==> config.mk <==
export PLATFORM = sky130hd
export DESIGN_NAME = ft_bus_arbiter_flat
export DESIGN_NICKNAME = d
export VERILOG_FILES = /design/src/rtl/ft_bus_arbiter_pkg.sv /design/src/rtl/ft_bus_arbiter_if.sv /design/src/rtl/ft_bus_arbiter_siwu_flush.sv /design/src/rtl/ft_bus_arbiter.sv /design/src/flat_wrapper.sv
export SDC_FILE = /design/constraint.sdc
export NUM_CORES = 1
export LEC_CHECK = 0
export BUFFER_PORTS_ARGS = -buffer_cell sky130_fd_sc_hd__buf_2
export CAP_MARGIN = 20
export CELL_PAD_IN_SITES_DETAIL_PLACEMENT = 2
export CELL_PAD_IN_SITES_GLOBAL_PLACEMENT = 2
export CORE_UTILIZATION = 40
export DETAILED_ROUTE_END_ITERATION = 16
export GPL_TIMING_DRIVEN = 0
export PLACE_DENSITY_LB_ADDON = 0.1
export RECOVER_POWER = 25
export SKIP_LAST_GASP = 1
export SLEW_MARGIN = 20
export SYNTH_ARGS = -nofsm -noshare
export SYNTH_HDL_FRONTEND = slang
export SYNTH_HIERARCHICAL = 1
export SYNTH_SLANG_ARGS = --single-unit
==> constraint.sdc <==
create_clock -name ftdi_clk -period 6.1 [get_ports ftdi_clk]
set_input_delay 1.525 -clock ftdi_clk [delete_from_list [all_inputs] [get_ports ftdi_clk]]
set_output_delay 1.525 -clock ftdi_clk [all_outputs]
set_load 0.01 [all_outputs]
==> src/rtl/ft_bus_arbiter_pkg.sv <==
// Shared types and constants for the FTDI FIFO bus arbiter.
package ft_pkg;

  localparam int unsigned BurstW = 16;
  localparam int unsigned TimerW = 16;
  localparam int unsigned TurnW  = 4;
  localparam int unsigned StateW = 3;

  typedef enum logic [StateW-1:0] {
    StIdle     = 3'd0,
    StRdOe     = 3'd1,
    StRdActive = 3'd2,
    StWrActive = 3'd3,
    StTurn     = 3'd4,
    StSuspend  = 3'd5
  } bus_state_e;

  typedef enum logic {
    LsRead  = 1'b0,
    LsWrite = 1'b1
  } last_served_e;

  // States in which a SIWU pulse must not appear on the bus.
  function automatic logic is_defer_state(bus_state_e s);
    return s inside {StRdOe, StRdActive, StSuspend};
  endfunction

endpackage

==> src/rtl/ft_bus_arbiter_if.sv <==
// Handshake bundle between the bus arbiter (master) and the read/write engines (slave).
interface ft_bus_arbiter_if;
  import ft_pkg::*;

  logic              ftdi_suspend_n;
  logic              rd_req;
  logic              rd_beat;
  logic              wr_req;
  logic              wr_beat;
  logic              flush_req;
  logic              rd_grant;
  logic              wr_grant;
  logic              ftdi_oe_n;
  logic              drive_en;
  logic              ftdi_siwu;
  logic [StateW-1:0] bus_state;

  modport master (
    input  ftdi_suspend_n, rd_req, rd_beat, wr_req, wr_beat, flush_req,
    output rd_grant, wr_grant, ftdi_oe_n, drive_en, ftdi_siwu, bus_state
  );

  modport slave (
    output ftdi_suspend_n, rd_req, rd_beat, wr_req, wr_beat, flush_req,
    input  rd_grant, wr_grant, ftdi_oe_n, drive_en, ftdi_siwu, bus_state
  );

endinterface

==> src/rtl/ft_bus_arbiter_siwu_flush.sv <==
// SIWU send-immediately generator: pending flag, idle timer, deferral and one-cycle pulse.
module ft_siwu_flush
  import ft_pkg::*;
#(
  parameter int unsigned FLUSH_TIMEOUT = 64
) (
  input  logic ftdi_clk,
  input  logic rst,
  input  logic wr_beat_i,
  input  logic flush_req_i,
  input  logic defer_i,
  output logic siwu_o
);

  localparam logic [TimerW-1:0] TimerMax = TimerW'(FLUSH_TIMEOUT);
  localparam logic [TimerW-1:0] FireAt   = TimerW'(FLUSH_TIMEOUT - 1);

  logic              pending_q;
  logic              deferred_q;
  logic              siwu_q;
  logic [TimerW-1:0] timer_q;
  logic              fire_req;
  logic              fire;

  // A deferred request keeps firing until it lands outside a defer state.
  assign fire_req = pending_q && (timer_q == FireAt || flush_req_i || deferred_q);
  assign fire     = fire_req && !defer_i;

  always_ff @(posedge ftdi_clk) begin
    if (rst) begin
      pending_q  <= 1'b0;
      deferred_q <= 1'b0;
      siwu_q     <= 1'b1;
      timer_q    <= '0;
    end else begin
      siwu_q     <= !fire;
      deferred_q <= fire_req && defer_i;
      if (wr_beat_i) begin
        pending_q <= 1'b1;
        timer_q   <= '0;
      end else if (fire) begin
        pending_q <= 1'b0;
        timer_q   <= '0;
      end else if (pending_q && timer_q != TimerMax) begin
        timer_q <= timer_q + 1'b1;
      end
    end
  end

  assign siwu_o = siwu_q;

endmodule

==> src/rtl/ft_bus_arbiter.sv <==
// Grants the shared FT245 synchronous FIFO bus to the read or write engine with
// turnaround gaps, burst fairness, suspend handling and SIWU flush.
module ft_bus_arbiter
  import ft_pkg::*;
#(
  parameter int unsigned MAX_RD_BURST  = 512,
  parameter int unsigned MAX_WR_BURST  = 512,
  parameter int unsigned TURNAROUND    = 1,
  parameter int unsigned FLUSH_TIMEOUT = 64
) (
  input  logic             ftdi_clk,
  input  logic             rst,
  ft_bus_arbiter_if.master bus_io
);

  localparam logic [BurstW-1:0] RdLimit  = BurstW'(MAX_RD_BURST - 1);
  localparam logic [BurstW-1:0] WrLimit  = BurstW'(MAX_WR_BURST - 1);
  localparam logic [TurnW-1:0]  TurnLoad = TurnW'(TURNAROUND - 1);

  bus_state_e        state_q, state_d;
  last_served_e      last_served_q;
  logic [BurstW-1:0] burst_cnt_q;
  logic [TurnW-1:0]  turn_cnt_q;
  logic              rd_grant_q, wr_grant_q, oe_n_q, drive_en_q;

  logic              beat;
  logic              at_limit;
  logic [BurstW-1:0] burst_limit;
  logic              is_active;

  assign is_active   = state_q inside {StRdActive, StWrActive};
  assign beat        = (state_q == StRdActive) ? bus_io.rd_beat :
                       (state_q == StWrActive) ? bus_io.wr_beat : 1'b0;
  assign burst_limit = (state_q == StWrActive) ? WrLimit : RdLimit;
  assign at_limit    = beat && (burst_cnt_q == burst_limit);

  always_comb begin
    state_d = state_q;
    unique case (state_q)
      StIdle: begin
        if (!bus_io.ftdi_suspend_n) begin
          state_d = StSuspend;
        end else if (bus_io.rd_req && (!bus_io.wr_req || last_served_q == LsWrite)) begin
          state_d = StRdOe;
        end else if (bus_io.wr_req) begin
          state_d = StWrActive;
        end
      end
      StRdOe: state_d = StRdActive;
      StRdActive: begin
        if (!bus_io.rd_req || !bus_io.ftdi_suspend_n || (at_limit && bus_io.wr_req)) begin
          state_d = StTurn;
        end
      end
      StWrActive: begin
        if (!bus_io.wr_req || !bus_io.ftdi_suspend_n || (at_limit && bus_io.rd_req)) begin
          state_d = StTurn;
        end
      end
      StTurn:    if (turn_cnt_q == '0) state_d = StIdle;
      StSuspend: if (bus_io.ftdi_suspend_n) state_d = StTurn;
      default:   state_d = StIdle;
    endcase
  end

  // Bus outputs are decoded from the next state so they change on the state-entry edge.
  always_ff @(posedge ftdi_clk) begin
    if (rst) begin
      state_q       <= StIdle;
      last_served_q <= LsWrite;
      burst_cnt_q   <= '0;
      turn_cnt_q    <= '0;
      rd_grant_q    <= 1'b0;
      wr_grant_q    <= 1'b0;
      oe_n_q        <= 1'b1;
      drive_en_q    <= 1'b0;
    end else begin
      state_q    <= state_d;
      rd_grant_q <= (state_d == StRdActive);
      wr_grant_q <= (state_d == StWrActive);
      oe_n_q     <= !(state_d inside {StRdOe, StRdActive});
      drive_en_q <= (state_d == StWrActive);

      if (state_d == StTurn && state_q != StTurn) begin
        turn_cnt_q <= TurnLoad;
      end else if (state_q == StTurn && turn_cnt_q != '0) begin
        turn_cnt_q <= turn_cnt_q - 1'b1;
      end

      if (is_active && state_d == StTurn) begin
        burst_cnt_q   <= '0;
        last_served_q <= (state_q == StRdActive) ? LsRead : LsWrite;
      end else if (beat && burst_cnt_q != burst_limit) begin
        burst_cnt_q <= burst_cnt_q + 1'b1;
      end
    end
  end

  ft_siwu_flush #(
    .FLUSH_TIMEOUT (FLUSH_TIMEOUT)
  ) u_siwu_flush (
    .ftdi_clk    (ftdi_clk),
    .rst         (rst),
    .wr_beat_i   (bus_io.wr_beat && wr_grant_q),
    .flush_req_i (bus_io.flush_req),
    .defer_i     (is_defer_state(state_d)),
    .siwu_o      (bus_io.ftdi_siwu)
  );

  assign bus_io.rd_grant  = rd_grant_q;
  assign bus_io.wr_grant  = wr_grant_q;
  assign bus_io.ftdi_oe_n = oe_n_q;
  assign bus_io.drive_en  = drive_en_q;
  assign bus_io.bus_state = state_q;

endmodule

==> src/flat_wrapper.sv <==
// flat-port wrapper written by rule: the top's interface ports become plain ports
module ft_bus_arbiter_flat import ft_pkg::*;
#(
  parameter int unsigned MAX_RD_BURST  = 512,
  parameter int unsigned MAX_WR_BURST  = 512,
  parameter int unsigned TURNAROUND    = 1,
  parameter int unsigned FLUSH_TIMEOUT = 64
)
  (ftdi_clk, rst, bus_io_ftdi_suspend_n, bus_io_rd_req, bus_io_rd_beat, bus_io_wr_req, bus_io_wr_beat, bus_io_flush_req, bus_io_rd_grant, bus_io_wr_grant, bus_io_ftdi_oe_n, bus_io_drive_en, bus_io_ftdi_siwu, bus_io_bus_state);
  ft_bus_arbiter_if bus_io_i ();
  input  logic ftdi_clk;
  input  logic rst;
  input wire logic [$bits(bus_io_i.ftdi_suspend_n)-1:0] bus_io_ftdi_suspend_n;
  input wire logic [$bits(bus_io_i.rd_req)-1:0] bus_io_rd_req;
  input wire logic [$bits(bus_io_i.rd_beat)-1:0] bus_io_rd_beat;
  input wire logic [$bits(bus_io_i.wr_req)-1:0] bus_io_wr_req;
  input wire logic [$bits(bus_io_i.wr_beat)-1:0] bus_io_wr_beat;
  input wire logic [$bits(bus_io_i.flush_req)-1:0] bus_io_flush_req;
  output wire logic [$bits(bus_io_i.rd_grant)-1:0] bus_io_rd_grant;
  output wire logic [$bits(bus_io_i.wr_grant)-1:0] bus_io_wr_grant;
  output wire logic [$bits(bus_io_i.ftdi_oe_n)-1:0] bus_io_ftdi_oe_n;
  output wire logic [$bits(bus_io_i.drive_en)-1:0] bus_io_drive_en;
  output wire logic [$bits(bus_io_i.ftdi_siwu)-1:0] bus_io_ftdi_siwu;
  output wire logic [$bits(bus_io_i.bus_state)-1:0] bus_io_bus_state;
  assign bus_io_i.ftdi_suspend_n = bus_io_ftdi_suspend_n;
  assign bus_io_i.rd_req = bus_io_rd_req;
  assign bus_io_i.rd_beat = bus_io_rd_beat;
  assign bus_io_i.wr_req = bus_io_wr_req;
  assign bus_io_i.wr_beat = bus_io_wr_beat;
  assign bus_io_i.flush_req = bus_io_flush_req;
  assign bus_io_rd_grant = bus_io_i.rd_grant;
  assign bus_io_wr_grant = bus_io_i.wr_grant;
  assign bus_io_ftdi_oe_n = bus_io_i.ftdi_oe_n;
  assign bus_io_drive_en = bus_io_i.drive_en;
  assign bus_io_ftdi_siwu = bus_io_i.ftdi_siwu;
  assign bus_io_bus_state = bus_io_i.bus_state;
  ft_bus_arbiter #(.MAX_RD_BURST(MAX_RD_BURST), .MAX_WR_BURST(MAX_WR_BURST), .TURNAROUND(TURNAROUND), .FLUSH_TIMEOUT(FLUSH_TIMEOUT)) u_core (.ftdi_clk(ftdi_clk), .rst(rst), .bus_io(bus_io_i));
endmodule
* After elaboration in Yosys (flattened, before gate mapping) *
Index checks and enable logic that the tools add are counted.

word-level totals
  word-level logic and storage cells = 78
  output and inout port bits = 8
  input port bits = 8
  flip-flop bits (word level) = 46

cells by class
  reduce and logical (&&, ||, !) cells = 36
  muxes and demuxes = 13
  equality and inequality tests = 15
  add/subtract/negate cells = 3

operator list
  cell                                                  number
  adder 16 x 1 -> 16 bit, second input constant         2
  two-way mux 3 bit                                     7
  case mux 3 bit (6 select lines)                       1
  equality test 16 x 6 -> 1 bit, second input constant  1
  equality test 16 x 9 -> 1 bit, second input constant  1
  != test 16 x 7 -> 1 bit, second input constant        1
  != test 16 x 9 -> 1 bit, second input constant        1
  logical AND 1 bit                                     13
  equality test 3 x 2 -> 1 bit, second input constant   4
  equality test 3 bit, second input constant            4
  logical OR 1 bit                                      7
  equality test 3 x 1 -> 1 bit, second input constant   2
  logical NOT 1 bit                                     6
  nonzero test 2 bit                                    3
  two-way mux 1 bit                                     5
  logical NOT 4 bit                                     1
  nonzero test 4 bit                                    1
  OR reduction 2 bit                                    2
  subtractor 4 x 1 -> 4 bit, second input constant      1
  logical NOT 3 bit                                     1
  != test 3 bit, second input constant                  1
  nonzero test 3 bit                                    1
  OR reduction 3 bit                                    1

* Depth between registers and ports, before layout *
Gate-level depths: netlist (run 1).

  depth in word-level cells = 14
  depth in mapped cells = 11
  gate-level depth less buffers = 10

* Modules after synthesis *
Netlist (run 1), hierarchy kept.

by module, submodules not included
  module          area each (um^2)  instances  seq. area each (um^2)  cells each
  ft_bus_arbiter  1461.4            1          540.5                  169
  ft_siwu_flush   968.4             1          380.4                  112

* Least setup slack after synthesis (run 1) *
OpenSTA, ideal clock, no wires.

  kind = input to register
  start point = input port bus_io_wr_beat
  end point = register u_core.u_siwu_flush.timer_q[10]
  arrival time = 3.196 ns
  path slack = 2.789 ns
  stages on the path = 8
  setup time = 0.115 ns
  data required time = 5.985 ns
  buffers on the path = 1
  cells stage by stage = mux2i_1 -> or3_1 -> a21oi_1 -> a21oi_1 -> nand2b_1 -> o31ai_4 -> buf_6 -> nor2_1

on the way
  longest elaborated chain between the ends = 12
  elaborated cells on any way between the ends = 18
  classes of those cells = eq/ne: 3; mux: 5; reduce/logical: 10

ends and longest elaborated chain
  item                                                  RTL line                                    source
  from (decl)                                           flat_wrapper.sv:17                          input wire logic [$bits(bus_io_i.wr_beat)-1:0] bus_io_wr_beat;
  two-way mux 1 bit                                     ft_bus_arbiter.sv:33                        (state_q == StWrActive) ? bus_io.wr_beat : 1'b0;
  two-way mux 1 bit                                     ft_bus_arbiter.sv:32                        assign beat = (state_q == StRdActive) ? bus_io.rd_beat :
  logical AND 1 bit                                     ft_bus_arbiter.sv:35                        assign at_limit = beat && (burst_cnt_q == burst_limit);
  logical AND 1 bit, on equally long branches           ft_bus_arbiter.sv:56, ft_bus_arbiter.sv:51
  logical OR 1 bit, on equally long branches            ft_bus_arbiter.sv:56, ft_bus_arbiter.sv:51
  two-way mux 3 bit, on equally long branches           ft_bus_arbiter.sv:56, ft_bus_arbiter.sv:51
  case mux 3 bit (6 select lines)                       ft_bus_arbiter.sv:39                        unique case (state_q)
  equality test 3 x 1 -> 1 bit (tied with other cells)  ft_bus_arbiter_pkg.sv:25                    return s inside {StRdOe, StRdActive, StSuspend};
  nonzero test 3 bit                                    ft_bus_arbiter_pkg.sv:25
  logical NOT 1 bit                                     ft_bus_arbiter_siwu_flush.sv:27             assign fire = fire_req && !defer_i;
  logical AND 1 bit                                     ft_bus_arbiter_siwu_flush.sv:27
  OR reduction 3 bit (no source line) (*)               n/a
  to (signal assigned)                                  ft_bus_arbiter_siwu_flush.sv:45             timer_q <= timer_q + 1'b1;
  to (decl)                                             ft_bus_arbiter_siwu_flush.sv:21             logic [TimerW-1:0] timer_q;

Every way passes the cells marked *; elsewhere a longest branch is shown, timed or not.
A chain may end at the register's enable or synchronous reset.

* Worst setup path after layout (run 1) *
Same ends and word-level chain as after synthesis.

==> metrics.md, run 1 <==
| Metric | Value |
|---|---|
| Status | `completed` |
| Most common library cell in the layout ignoring fill and taps | `dfxtp_1` |
| DRC violations left | `0` |
| First-pass GRT wire length | `10600 µm` |
| Max rail drop VDD | `~0.13 mV` |
| Die area | `roughly 6400 µm²` |
| Mapped Avg Cell Area | `8.65 µm²` |
| Clock slew at reported path FFs | `80 ps` |
| Congestion Overflow GR | `0` |
| Die H | `79.9 µm` |
| Crit-path leading delay family | `compound AO/OA/AOI/OAI gates` |
| Row count | `28` |
| Most frequent CP cell | `a21oi_1` |
| Share of layout cells above drive strength 1 | `0.115` |
| Crit path max fanout | `10` |
| Commonest non-fill, non-tap cells in the layout | `dfxtp_1, nor2_1, nand3_1` |
| Min-delay src | `u_core/burst_cnt_q[1]$_SDFFE_PP0P_` |
| Root Driver | `clkbuf_8` |
| DRT iter0 DRCs | `61` |
| Async SR Flop Fraction | `0` |
| Post-synth EDFFs | `0` |
| Largest net degree at the start of global routing | `15` |
| Worst-Margin Slew | `742 ps` |
| Crit path DAT | `3720 ps` |
| Number of routed nets with antenna violations | `0` |
| WP buf/inv | `2` |
| Mapped Area | `2430 µm²` |
| DR WL/cell | `16.5 µm` |
| Clk_lat worst skew | `310 ps` |
| Core ar. | `roughly 5900 µm²` |
| Number of buffers inserted by hold repair at cts | `0` |
| Crit end category | `flop` |
| CTS buffer count | `5` |
| Syn_nets | `293` |
| Max Clock Skew | `around 8.6 ps` |
| Slew Limit Fails | `0` |
| Hold Path Depth | `2` |
| Max cap viols | `0` |
| Max-slew headroom | `0.500` |
| H-tree depth | `2` |
| Achievable Freq | `284 MHz` |
| Setup repair bufs after CTS | `0` |
| CP required | `6300 ps` |
| R2R Setup Slk | `3070 ps` |
| Antenna violations before repair | `0` |
| Clk buf depth | `2` |
| WP depth | `9` |
| Pleak | `0.934 nW` |
| Layout Utilization | `0.456` |
| Number of global-route vias before repair | `2172` |
| RSZ-0062 raised after global routing | `false` |
| Final setup fails | `0` |
| N_diodes | `0` |
| Slowest stage delay, CP | `480 ps` |
| Io pins | `16` |
| Syn. warnings | `6` |
| Final Wtd Congestion | `around 0.76` |
| IO Port Bufs | `15` |
| # clock sinks | `46` |
| Nets | `315` |
| Cells after Synth | `281` |
| Area growth from synthesis to layout | `10.5%` |
| Fin crit period | `roughly 3500 ps` |
| Die width | `79.9 µm` |
| Setup TNS after final layout | `0 ps` |
| Fillers | `697` |
| R2r endpoint | `u_core/u_siwu_flush/timer_q[10]$_SDFFE_PP0P_` |
| Starting Density | `0.413` |
| Total track usage | `0.216` |
| CTS tree | `done` |
| DP HPWL | `4530 µm` |
| Crit start category | `input port` |
| Via density per instance | `5.52` |
| DR vias | `2091` |
| Slowest-stage cell, CP | `o31ai_4` |
| Post-cts repair resize count | `0` |
| CP Cell Sequence | `clkbuf_1, mux2i_1, or3_1, a21oi_1, a21oi_1, nand2b_1, o31ai_4, buf_6, nor2_1` |
| Sequential share of the synthesized area | `0.379` |
| FF-to-FF path depth | `10` |
| Hold Path Class | `flop to flop` |
| Post-route clock period utilization | `0.577` |
| Number of synthesized register bits | `46` |
| Synth Flop Type | `dfxtp_1` |
| Setup CP Type | `input port to flop` |
| Worst hold endpoint | `u_core/burst_cnt_q[1]$_SDFFE_PP0P_` |
| Final hold vios | `0` |
| Yosys cell types | `55` |
| PwrDens | `245 nW/µm²` |
| Total wire length | `6250 µm` |
| Drt pass-1 iters | `4` |
| Worst r2r src | `u_core/burst_cnt_q[0]$_SDFFE_PP0P_` |
==> cells in the mapped netlist (2+ instances only) <==
| cell type | count | area (µm²) |
|---|---|---|
| a21oi_1 | 16 | 80.1 |
| a31oi_1 | 2 | 12.5 |
| and3_1 | 4 | 25.0 |
| buf_2 | 4 | 20.0 |
| buf_6 | 3 | 33.8 |
| clkbuf_1 | 3 | 11.3 |
| dfxtp_1 | 46 | 921 |
| ha_1 | 4 | 50.1 |
| inv_1 | 14 | 52.6 |
| nand2_1 | 16 | 60.1 |
| nand2b_1 | 3 | 18.8 |
| nand3_1 | 18 | 90.1 |
| nand3_2 | 2 | 20.0 |
| nand3b_1 | 3 | 22.5 |
| nand4_1 | 9 | 56.3 |
| nor2_1 | 42 | 158 |
| nor2b_1 | 2 | 12.5 |
| nor3_1 | 11 | 55.1 |
| nor4_1 | 7 | 43.8 |
| nor4b_1 | 2 | 17.5 |
| o21a_1 | 3 | 22.5 |
| o21ai_0 | 5 | 25.0 |
| or2_1 | 2 | 12.5 |
| or3_1 | 3 | 18.8 |
| xnor2_1 | 11 | 96.3 |
| xor2_1 | 17 | 149 |
==> area by class of cell <==
class | count | area, µm² | area share
inverter | 14 | 52.6 | 0.0196
tap | 75 | 93.8 | 0.0349
multi-input combinational | 210 | 1370 | 0.511
sequential | 46 | 921 | 0.343
clock buffer | 6 | 72.6 | 0.0270
clock inverter | 2 | 37.5 | 0.0140
timing repair buffer | 15 | 62.6 | 0.0233
buffer | 11 | 72.6 | 0.0270
==> logic make-up after synthesis <==
logic type,count (synthesis),synth area share
compound gates,40,0.125
xor+xnor,28,0.101
fa+ha+maj,4,0.0206
buf+inv,25,0.0515
flops,46,0.379
mux,1,0.00412
simple gates,137,0.319
==> worst max-delay path by stage <==
stage / startpoint / to / slack, ps
final: bus_io_wr_beat / u_core/u_siwu_flush/timer_q[10]$_SDFFE_PP0P_ / 2580
after global routing: bus_io_wr_beat / u_core/u_siwu_flush/timer_q[12]$_SDFFE_PP0P_ / 2370
after CTS: bus_io_wr_beat / u_core/u_siwu_flush/timer_q[10]$_SDFFE_PP0P_ / 2560
after detailed placement: bus_io_wr_beat / u_core/u_siwu_flush/timer_q[10]$_SDFFE_PP0P_ / 2250
after global placement: bus_io_wr_beat / u_core/u_siwu_flush/timer_q[13]$_SDFFE_PP0P_ / 2290
after floorplan: bus_io_wr_beat / u_core/u_siwu_flush/timer_q[10]$_SDFFE_PP0P_ / 2790
==> where the power goes <==
group,switching (mW),internal (mW),total (mW)
clock network,0.109,0.122,0.232
registers,0.00685,0.310,0.317
logic,0.0717,0.0384,0.110
==> registers in the layout, summed over array words and instances, names as in the netlist <==
register / cells
u_core/bus_io.ftdi_oe_n: 1
u_core/u_siwu_flush/siwu_o: 1
u_core/bus_io.bus_state: 3
u_core/u_siwu_flush/timer_q: 16
u_core/last_served_q: 1
u_core/burst_cnt_q: 16
u_core/bus_io.drive_en: 1
u_core/u_siwu_flush/pending_q: 1
u_core/u_siwu_flush/deferred_q: 1
u_core/bus_io.rd_grant: 1
u_core/turn_cnt_q: 4
==> metrics by stage <==
step	cells	cell area (µm²)	total power, mW	setup WS, ps	hold slack, ps
after floorplan	281	2430	0.402	2790	454
after global placement	371	2600	0.435	2290	471
after detailed placement	371	2600	0.437	2250	498
after CTS	379	2710	0.672	2560	510
after global routing	379	2690	0.695	2370	528
final	379	2690	0.659	2580	499
==> tightest hold or removal path, stage by stage, from the launching register on <==
cell and delay (ps):
dfxtp_1 330, nand2_1 60, a21oi_1 60
==> metal layers <==
metal	GRT usage	vias up	routed length, µm
li1	-	1038	-
met1	0.274	1026	3020
met2	0.364	21	3020
met3	0.0457	6	133
met4	0.0643	0	79
met5	0	-	0
Power figures use the tool's default switching activity.
==> run 2, diff against run 1 <==
- ABC_AREA: default -> 1
- CORE_UTILIZATION: 40 -> 31
- clock period: 6.1 -> 2.95 ns (I/O delays scaled with it)
==> run 2 against run 1 <==
Net effect:
- cell count is 47% higher
- critical path depth is 6 higher
- clock-buffer cell count stayed put
- die area is 51% higher
- via count is 30% higher
- hold slack better by 3.2 ps
- synthesized cell count is 52% higher
- register-to-register slack worse by 2500 ps
==> metrics.md, run 2 <==
| Metric | Value |
|---|---|
| Setup CP Type | `flop to flop (was input port to flop)` |
| Crit path DAT | `2590 ps (was 3720 ps)` |
| Fin crit period | `between 2000 and 2500 ps` |
| Top routing layer in use | `met4 (unchanged)` |
| Slew Limit Fails | `0 (unchanged)` |
| RSZ-0062 raised after global routing | `false (unchanged)` |
| First-pass GRT wire length | `13500 µm (was 10600 µm)` |
| Max cap viols | `0 (unchanged)` |
| Wire length on met3 | `79 µm (was 133 µm)` |
| Number of synthesized register bits | `46 (unchanged)` |
| H-tree depth | `2 (unchanged)` |
| Root Driver | `clkbuf_8 (unchanged)` |
| Layout Cells excl Fill | `556 (was 379)` |
| Total track usage | `0.176 (was 0.216)` |
| Setup repair bufs after CTS | `0 (unchanged)` |
| Mapped Area | `2870 µm² (was 2430 µm²)` |
| Min-delay src | `u_core/last_served_q$_SDFFE_PP1P_ (was u_core/burst_cnt_q[1]$_SDFFE_PP0P_)` |
| Max Clock Skew | `7.47 ps (was 8.58 ps)` |
| Pleak | `1.18 nW (was 0.934 nW)` |
| Commonest non-fill, non-tap cells in the layout | `nand2_1, inv_1, nor2_1 (was dfxtp_1, nor2_1, nand3_1)` |
| Syn. warnings | `6 (unchanged)` |
| Biggest regs | `u_core/burst_cnt_q: 16 flops, u_core/u_siwu_flush/timer_q: 16 flops, u_core/turn_cnt_q: 4 flops (unchanged)` |
| Slowest stage delay, CP | `410 ps (was 480 ps)` |
| Layout Utilization | `0.359 (was 0.456)` |
| Most common library cell in the layout ignoring fill and taps | `nand2_1 (was dfxtp_1)` |
| DRC violations left | `0 (unchanged)` |
| Final Cell Area | `3180 µm² (was 2690 µm²)` |
| Setup TNS after final layout | `0 ps (unchanged)` |
| Share of layout cells above drive strength 1 | `0.158 (was 0.115)` |
| Syn_nets | `438 (was 293)` |
| Clk buf depth | `2 (unchanged)` |
| PwrDens | `475 nW/µm² (was 245 nW/µm²)` |
| Mapped Avg Cell Area | `6.74 µm² (was 8.65 µm²)` |
| CTS tree | `done (unchanged)` |
| Congestion Overflow GR | `0 (unchanged)` |
| Simple-Gate Fraction of Synth Area | `0.397 (was 0.319)` |
| Async SR Flop Fraction | `0 (unchanged)` |
| Worst-Margin Slew | `480 ps (was 742 ps)` |
| Crit path max fanout | `10 (unchanged)` |
| Comb pwr share | `0.220 (was 0.167)` |
| CP Launch Point | `u_core/burst_cnt_q[0]$_SDFFE_PP0P_ (was bus_io_wr_beat)` |
| Post-synth top area cell | `dfxtp_1 (unchanged)` |
| Worst hold endpoint | `u_core/last_served_q$_SDFFE_PP1P_ (was u_core/burst_cnt_q[1]$_SDFFE_PP0P_)` |
| Crit start category | `flop (was input port)` |
| Switching pwr | `0.477 mW (was 0.188 mW)` |
| Slowest-stage cell, CP | `dfxtp_1 (was o31ai_4)` |
| Compound-Gate Fraction of Synth Area | `0.112 (was 0.125)` |
| Post-synth EDFFs | `0 (unchanged)` |
| CTS buffer count | `5 (unchanged)` |
| Top-area cell type share of the netlist area | `0.321 (was 0.379)` |
| Status | `completed (unchanged)` |
| Synth Flop Type | `dfxtp_1 (unchanged)` |
| Number of routed nets with antenna violations | `0 (unchanged)` |
| Clock slew at reported path FFs | `90 ps (was 80 ps)` |
| Row count | `34 (was 28)` |
| Die area | `9660 µm² (was 6390 µm²)` |
| Nets | `460 (was 315)` |
| Mux cell area share after synthesis | `0 (was 0.00412)` |
| Largest net degree at the start of global routing | `14 (was 15)` |
| Yosys cell types | `36 (was 55)` |
| Most frequent CP cell | `nand2_1 (was a21oi_1)` |
| Die H | `98.3 µm (was 79.9 µm)` |
| DP HPWL | `6370 µm (was 4530 µm)` |
| Clk pwr share | `0.327 (was 0.352)` |
| Cells after Synth | `426 (was 281)` |
| R2r endpoint | `u_core/u_siwu_flush/timer_q[4]$_SDFFE_PP0P_ (was u_core/u_siwu_flush/timer_q[10]$_SDFFE_PP0P_)` |
| DRT iter0 DRCs | `47 (was 61)` |
| Drt pass-1 iters | `4 (unchanged)` |
| DR vias | `2728 (was 2091)` |
| Antenna violations before repair | `0 (unchanged)` |
| Tot Pwr | `1.51 mW (was 0.659 mW)` |
| Core ar. | `8850 µm² (was 5890 µm²)` |
| DR WL/cell | `14.4 µm (was 16.5 µm)` |
| Routed length on met1 | `3550 µm (was 3020 µm)` |
| Setup Slack @ Placement | `449 ps (was 2250 ps)` |
| Post-route clock period utilization | `0.813` |
| FF-to-FF path depth | `15 (was 10)` |
| Sequential share of the synthesized area | `0.321 (was 0.379)` |
| Number of buffers inserted by hold repair at cts | `0 (unchanged)` |
| Final setup fails | `0 (unchanged)` |
| Io pins | `16 (unchanged)` |
| Post-cts repair resize count | `0 (unchanged)` |
| Placed Cells | `549 (was 371)` |
| CP Cell Sequence | `ha_1, nand2_1, nor2_4, nand2_1, nor2_1, nand3_1, nand3_1, nand3_1, nand2_1, nand2_1, inv_1, nand3_2, nand2_4, buf_12, a21oi_2 (was clkbuf_1, mux2i_1, or3_1, a21oi_1, a21oi_1, nand2b_1, o31ai_4, buf_6, nor2_1)` |
| R2R Setup Slk | `550 ps (was 3070 ps)` |
| Post-placement cell area | `3080 µm² (was 2600 µm²)` |
| Sequential power share | `0.453 (was 0.481)` |
| # clock sinks | `46 (unchanged)` |
| Post-Synth Adder-Cell Area | `0.0174 (was 0.0206)` |
| Worst r2r src | `u_core/burst_cnt_q[0]$_SDFFE_PP0P_ (unchanged)` |
| Largest family of logic cells by synthesized area | `simple AND/OR/NAND/NOR gates (unchanged)` |
| Met2 WL | `4310 µm (was 3020 µm)` |
| Hold Path Class | `flop to flop (unchanged)` |
| Max-slew headroom | `0.678 (was 0.500)` |
| Power Internal | `1.03 mW (was 0.471 mW)` |
| Final Wtd Congestion | `0.773 (was 0.761)` |
| Die width | `98.3 µm (was 79.9 µm)` |
| Crit end category | `flop (unchanged)` |
| PnR worst setup slack | `553 ps (was 2580 ps)` |
| N_diodes | `0 (unchanged)` |
| Synth top area cells | `dfxtp_1, nand2_1, inv_1, nor2_1, a21oi_2 (was dfxtp_1, nor2_1, xor2_1, xnor2_1, nand3_1)` |
| Max rail drop VDD | `0.257 mV (was 0.127 mV)` |
| Sw Share | `0.316 (was 0.285)` |
| Fillers | `1116 (was 697)` |
| Final hold vios | `0 (unchanged)` |
| XOR/XNOR share of the synthesized area | `0.0396 (was 0.101)` |
| Achievable Freq | `417 MHz` |
| Starting Density | `0.325 (was 0.413)` |
| IO Port Bufs | `15 (unchanged)` |
| Number of global-route vias before repair | `2834 (was 2172)` |
| Worst hold slack | `502 ps (was 499 ps)` |
| Post-synth top cells | `nand2_1, inv_1, nor2_1 (was dfxtp_1, nor2_1, nand3_1)` |
| Area growth from synthesis to layout | `10.6% (was 10.5%)` |
| Via density per instance | `4.91 (was 5.52)` |
| Most common cell in the netlist | `nand2_1 (was dfxtp_1)` |
| Clk_lat worst skew | `300 ps (was 310 ps)` |
| Hold Path Depth | `2 (unchanged)` |
| Total wire length | `8020 µm (was 6250 µm)` |
| CP required | `3140 ps (was 6300 ps)` |
## run 2: cell types whose count changed after synthesis, sizes merged, moves of 7 or more
| cell | before | now |
|---|---|---|
| a21oi | 17 | 31 |
| inv | 14 | 56 |
| nand2 | 16 | 135 |
| nand3 | 20 | 28 |
| nor2 | 42 | 59 |
| nor4 | 8 | 0 |
| o21ai | 5 | 12 |
| xnor2 | 11 | 3 |
| xor2 | 17 | 10 |
## run 2: power by group through the flow
stage	Clock, mW	Sequential (mW)	Combinational [mW]
global placement	0	0.696	0.339
detailed placement	0	0.699	0.348
global route	0.538	0.690	0.376
CTS	0.518	0.685	0.350
finish	0.493	0.684	0.332
floorplan	0	0.702	0.233
## run 2: worst max-delay path, delay by kind of cell (launching register included)
kind / cells / cell delay [ps]
fa+ha+maj: 1 / 190
compound gates: 1 / 40
simple gates: 11 / 1390
flops: 1 / 410
buf+inv: 2 / 270
## run 2: layout make-up
| cell class | count | area [µm²] | share of cell area |
|---|---|---|---|
| Multi-Input combinational cell | 314 | 1620 | 0.509 |
| Sequential cell | 46 | 921 | 0.290 |
| Inverter | 58 | 223 | 0.0701 |
| Tap cell | 108 | 135 | 0.0425 |
| Buffer | 8 | 104 | 0.0327 |
| Clock buffer | 6 | 82.6 | 0.0260 |
| Timing Repair Buffer | 15 | 65.1 | 0.0205 |
| Clock inverter | 1 | 30.0 | 0.00945 |
## run 2: per-layer routing
layer / GRT usage / vias up
met3: 0.0215 / 8
met1: 0.203 / 1333
li1: - / 1376
met2: 0.341 / 11
met5: 0 / -
met4: 0.0413 / 0
## run 2: cell families (layout without fill, tap and decap cells)
logic type / Yosys count / in the layout
AO/OA/AOI/OAI: 48 / 48
AND/OR/NAND/NOR: 249 / 249
flip-flops: 46 / 46
XOR/XNOR: 13 / 13
adder cells (fa/ha/maj): 4 / 4
buffers and inverters: 66 / 88
## run 2: how the worst max path moves through the flow
stage,end,slack [ps],cells after the start
global placement,u_core/u_siwu_flush/timer_q[4]$_SDFFE_PP0P_,490,13
global route,u_core/u_siwu_flush/timer_q[3]$_SDFFE_PP0P_,240,15
floorplan,u_core/u_siwu_flush/timer_q[7]$_SDFFE_PP0P_,960,12
detailed placement,u_core/u_siwu_flush/timer_q[3]$_SDFFE_PP0P_,450,13
CTS,u_core/u_siwu_flush/timer_q[4]$_SDFFE_PP0P_,530,15
finish,u_core/u_siwu_flush/timer_q[4]$_SDFFE_PP0P_,550,15
==> run 3, diff against run 2 <==
- clock period: 2.95 -> 2.15 ns (I/O delays scaled with it)
==> run 3 against run 2 <==
Net effect:
- clock power rose by 38%
- utilization rose by 2.6 points
- maximum frequency rose by 18%
- global-route usage rose by 0.22 points
- critical path depth rose by 1
- setup slack got worse by 430 ps
- clock skew barely moved
- non-clock buffer count rose by 8
- highest routed layer unchanged
- sequential cell count did not move
- register-to-register slack got worse by 430 ps
==> metrics.md, run 3 (synthesis gave the netlist of run 2 again) <==
| Metric | Value |
|---|---|
| Met2 usage | `0.345 (was 0.341)` |
| First-pass GRT wire length | `13700 µm (was 13500 µm)` |
| Fin crit period | `2030 ps (was 2400 ps)` |
| Crit end category | `flop (unchanged)` |
| Crit path DAT | `2270 ps (was 2590 ps)` |
| Commonest non-fill, non-tap cells in the layout | `nand2_1, inv_1, nor2_1 (unchanged)` |
| Post-placement cell area | `3080 µm² (unchanged)` |
| Max Clock Skew | `7.30 ps (was 7.47 ps)` |
| Worst hold endpoint | `u_core/burst_cnt_q[3]$_SDFFE_PP0P_ (was u_core/last_served_q$_SDFFE_PP1P_)` |
| CTS tree | `done (unchanged)` |
| Slew Limit Fails | `0 (unchanged)` |
| Row count | `34 (unchanged)` |
| Power Internal | `1.48 mW (was 1.03 mW)` |
| Post-route clock period utilization | `0.943 (was 0.813)` |
| PwrDens | `644 nW/µm² (was 475 nW/µm²)` |
| Total track usage | `0.178 (was 0.176)` |
| FF-to-FF path depth | `16 (was 15)` |
| Clk buf depth | `2 (unchanged)` |
| Worst r2r src | `u_core/bus_io.bus_state[2]$_SDFF_PP0_ (was u_core/burst_cnt_q[0]$_SDFFE_PP0P_)` |
| Final setup fails | `0 (unchanged)` |
| Hold Path Depth | `2 (unchanged)` |
| Crit path max fanout | `5 (was 10)` |
| Clk_lat worst skew | `300 ps (about the same)` |
| Most common library cell in the layout ignoring fill and taps | `nand2_1 (unchanged)` |
| Die area | `9660 µm² (unchanged)` |
| Nets | `468 (was 460)` |
| Final hold vios | `0 (unchanged)` |
| # clock sinks | `46 (unchanged)` |
| Max-slew headroom | `0.683 (was 0.678)` |
| Root Driver | `clkbuf_8 (unchanged)` |
| Switching pwr | `0.713 mW (was 0.477 mW)` |
| Min-delay src | `u_core/burst_cnt_q[3]$_SDFFE_PP0P_ (was u_core/last_served_q$_SDFFE_PP1P_)` |
| Final Cell Area | `3400 µm² (was 3180 µm²)` |
| CP required | `2390 ps (was 3140 ps)` |
| CTS buffer count | `5 (unchanged)` |
| Achievable Freq | `493 MHz (was 417 MHz)` |
| Area growth from synthesis to layout | `18.5% (was 10.6%)` |
| Tot Pwr | `2.19 mW (was 1.51 mW)` |
| Number of routed nets with antenna violations | `0 (unchanged)` |
| Number of buffers inserted by hold repair at cts | `0 (unchanged)` |
| Congestion Overflow GR | `0 (unchanged)` |
| Top Usage Layer GRT | `met2 (unchanged)` |
| Share of layout cells above drive strength 1 | `0.235 (was 0.158)` |
| Grt met1 use | `0.206 (was 0.203)` |
| Starting Density | `0.325 (unchanged)` |
| Met3 Usage GRT | `0.0215 (unchanged)` |
| Total wire length | `8300 µm (was 8020 µm)` |
| Setup CP Type | `flop to flop (unchanged)` |
| DR vias | `2767 (was 2728)` |
| DRC violations left | `0 (unchanged)` |
| Sequential power share | `0.432 (was 0.453)` |
| DRT iter0 DRCs | `46 (was 47)` |
| Sw Share | `0.325 (was 0.316)` |
| Crit start category | `flop (unchanged)` |
| Pleak | `1.28 nW (was 1.18 nW)` |
| Layout Cells excl Fill | `564 (was 556)` |
| Number of global-route vias before repair | `2869 (was 2834)` |
| N_diodes | `0 (unchanged)` |
| Hold Path Class | `flop to flop (unchanged)` |
| Max rail drop VDD | `0.386 mV (was 0.257 mV)` |
| Final Wtd Congestion | `0.773 (unchanged)` |
| Io pins | `16 (unchanged)` |
| Die width | `98.3 µm (unchanged)` |
| Core ar. | `8850 µm² (unchanged)` |
| Clk pwr share | `0.309 (was 0.327)` |
| Status | `completed (unchanged)` |
| R2r endpoint | `u_core/u_siwu_flush/timer_q[9]$_SDFFE_PP0P_ (was u_core/u_siwu_flush/timer_q[4]$_SDFFE_PP0P_)` |
| Setup TNS after final layout | `0 ps (unchanged)` |
| Via density per instance | `4.91 (about the same)` |
| IO Port Bufs | `15 (unchanged)` |
| Placed Cells | `549 (unchanged)` |
| Die H | `98.3 µm (unchanged)` |
| Drt pass-1 iters | `4 (unchanged)` |
| Max cap viols | `0 (unchanged)` |
| Comb pwr share | `0.259 (was 0.220)` |
| Biggest regs | `u_core/burst_cnt_q: 16 flops, u_core/u_siwu_flush/timer_q: 16 flops, u_core/turn_cnt_q: 4 flops (unchanged)` |
| DP HPWL | `6370 µm (unchanged)` |
| Worst-Margin Slew | `472 ps (was 480 ps)` |
| DR WL/cell | `14.7 µm (was 14.4 µm)` |
| Clock slew at reported path FFs | `90 ps (about the same)` |
| H-tree depth | `2 (unchanged)` |
| Largest net degree at the start of global routing | `14 (unchanged)` |
| Antenna violations before repair | `0 (unchanged)` |
| R2R Setup Slk | `120 ps (was 550 ps)` |
run 3: through the flow:
stage / hold WS [ps] / worst slack [ps] / utilization
6_report: 502 / 124 / 0.385
5_1_grt: 535 / -37.4 / 0.385
4_1_cts: 506 / 8.62 / 0.367
3_5_place_dp: 481 / -259 / 0.348
3_3_place_gp: 464 / -221 / 0.348
2_1_floorplan: 429 / 229 / -
run 3: repair_timing:
item                                    in CTS  in global routing
endpoints found under the setup margin      18                 18
pin swaps                                    3                  7
resized for setup                           11                 23
endpoints found under the hold margin        0                  0
buffers inserted                             2                  5
cloned                                       0                  1
run 3: how the worst max path moves through the flow:
stage          slack, ps                             startpoint                                           end
6_report             120  u_core/bus_io.bus_state[2]$_SDFF_PP0_   u_core/u_siwu_flush/timer_q[9]$_SDFFE_PP0P_
3_5_place_dp        -260     u_core/burst_cnt_q[0]$_SDFFE_PP0P_   u_core/u_siwu_flush/timer_q[3]$_SDFFE_PP0P_
4_1_cts                9     u_core/burst_cnt_q[0]$_SDFFE_PP0P_   u_core/u_siwu_flush/timer_q[4]$_SDFFE_PP0P_
5_1_grt              -40     u_core/burst_cnt_q[0]$_SDFFE_PP0P_  u_core/u_siwu_flush/timer_q[13]$_SDFFE_PP0P_
2_1_floorplan        230     u_core/burst_cnt_q[0]$_SDFFE_PP0P_   u_core/u_siwu_flush/timer_q[7]$_SDFFE_PP0P_
3_3_place_gp        -220     u_core/burst_cnt_q[0]$_SDFFE_PP0P_   u_core/u_siwu_flush/timer_q[4]$_SDFFE_PP0P_
run 3: area by class of cell:
type,instances,area [µm²]
buffer,8,104
fill,1099,5440
sequential,46,930
timing repair buffer,23,150
tap,108,135
clock inverter,1,30.0
multi-input combinational,314,1750
inverter,58,223
clock buffer,6,82.6
run 3: critical path, stage by stage (launching register included):
cell,delay (ps)
dfxtp_2,350
inv_1,140
nand3_2,110
inv_2,110
nand2_1,70
nand2_2,130
nand3_4,100
nand3_4,110
nand2_1,90
inv_2,90
nand2_4,50
nand2_2,90
inv_2,60
nand3_4,110
nand2_8,80
clkbuf_16,180
a21oi_2,90
run 3: power by group through the flow:
stage                     sequential [mW]  clock, mW  combinational, mW
after floorplan                     0.963          0              0.320
after global placement              0.956          0              0.465
after detailed placement            0.959          0              0.478
after CTS                           0.941      0.710              0.498
after global routing                0.954      0.738              0.627
final                               0.947      0.678              0.568
run 3: per-layer routing:
layer / part of all wire / up-vias
met5: 0 / -
li1: - / 1393
met3: 0.0095 / 8
met1: 0.44 / 1355
met2: 0.54 / 11
met4: 0.0099 / 0
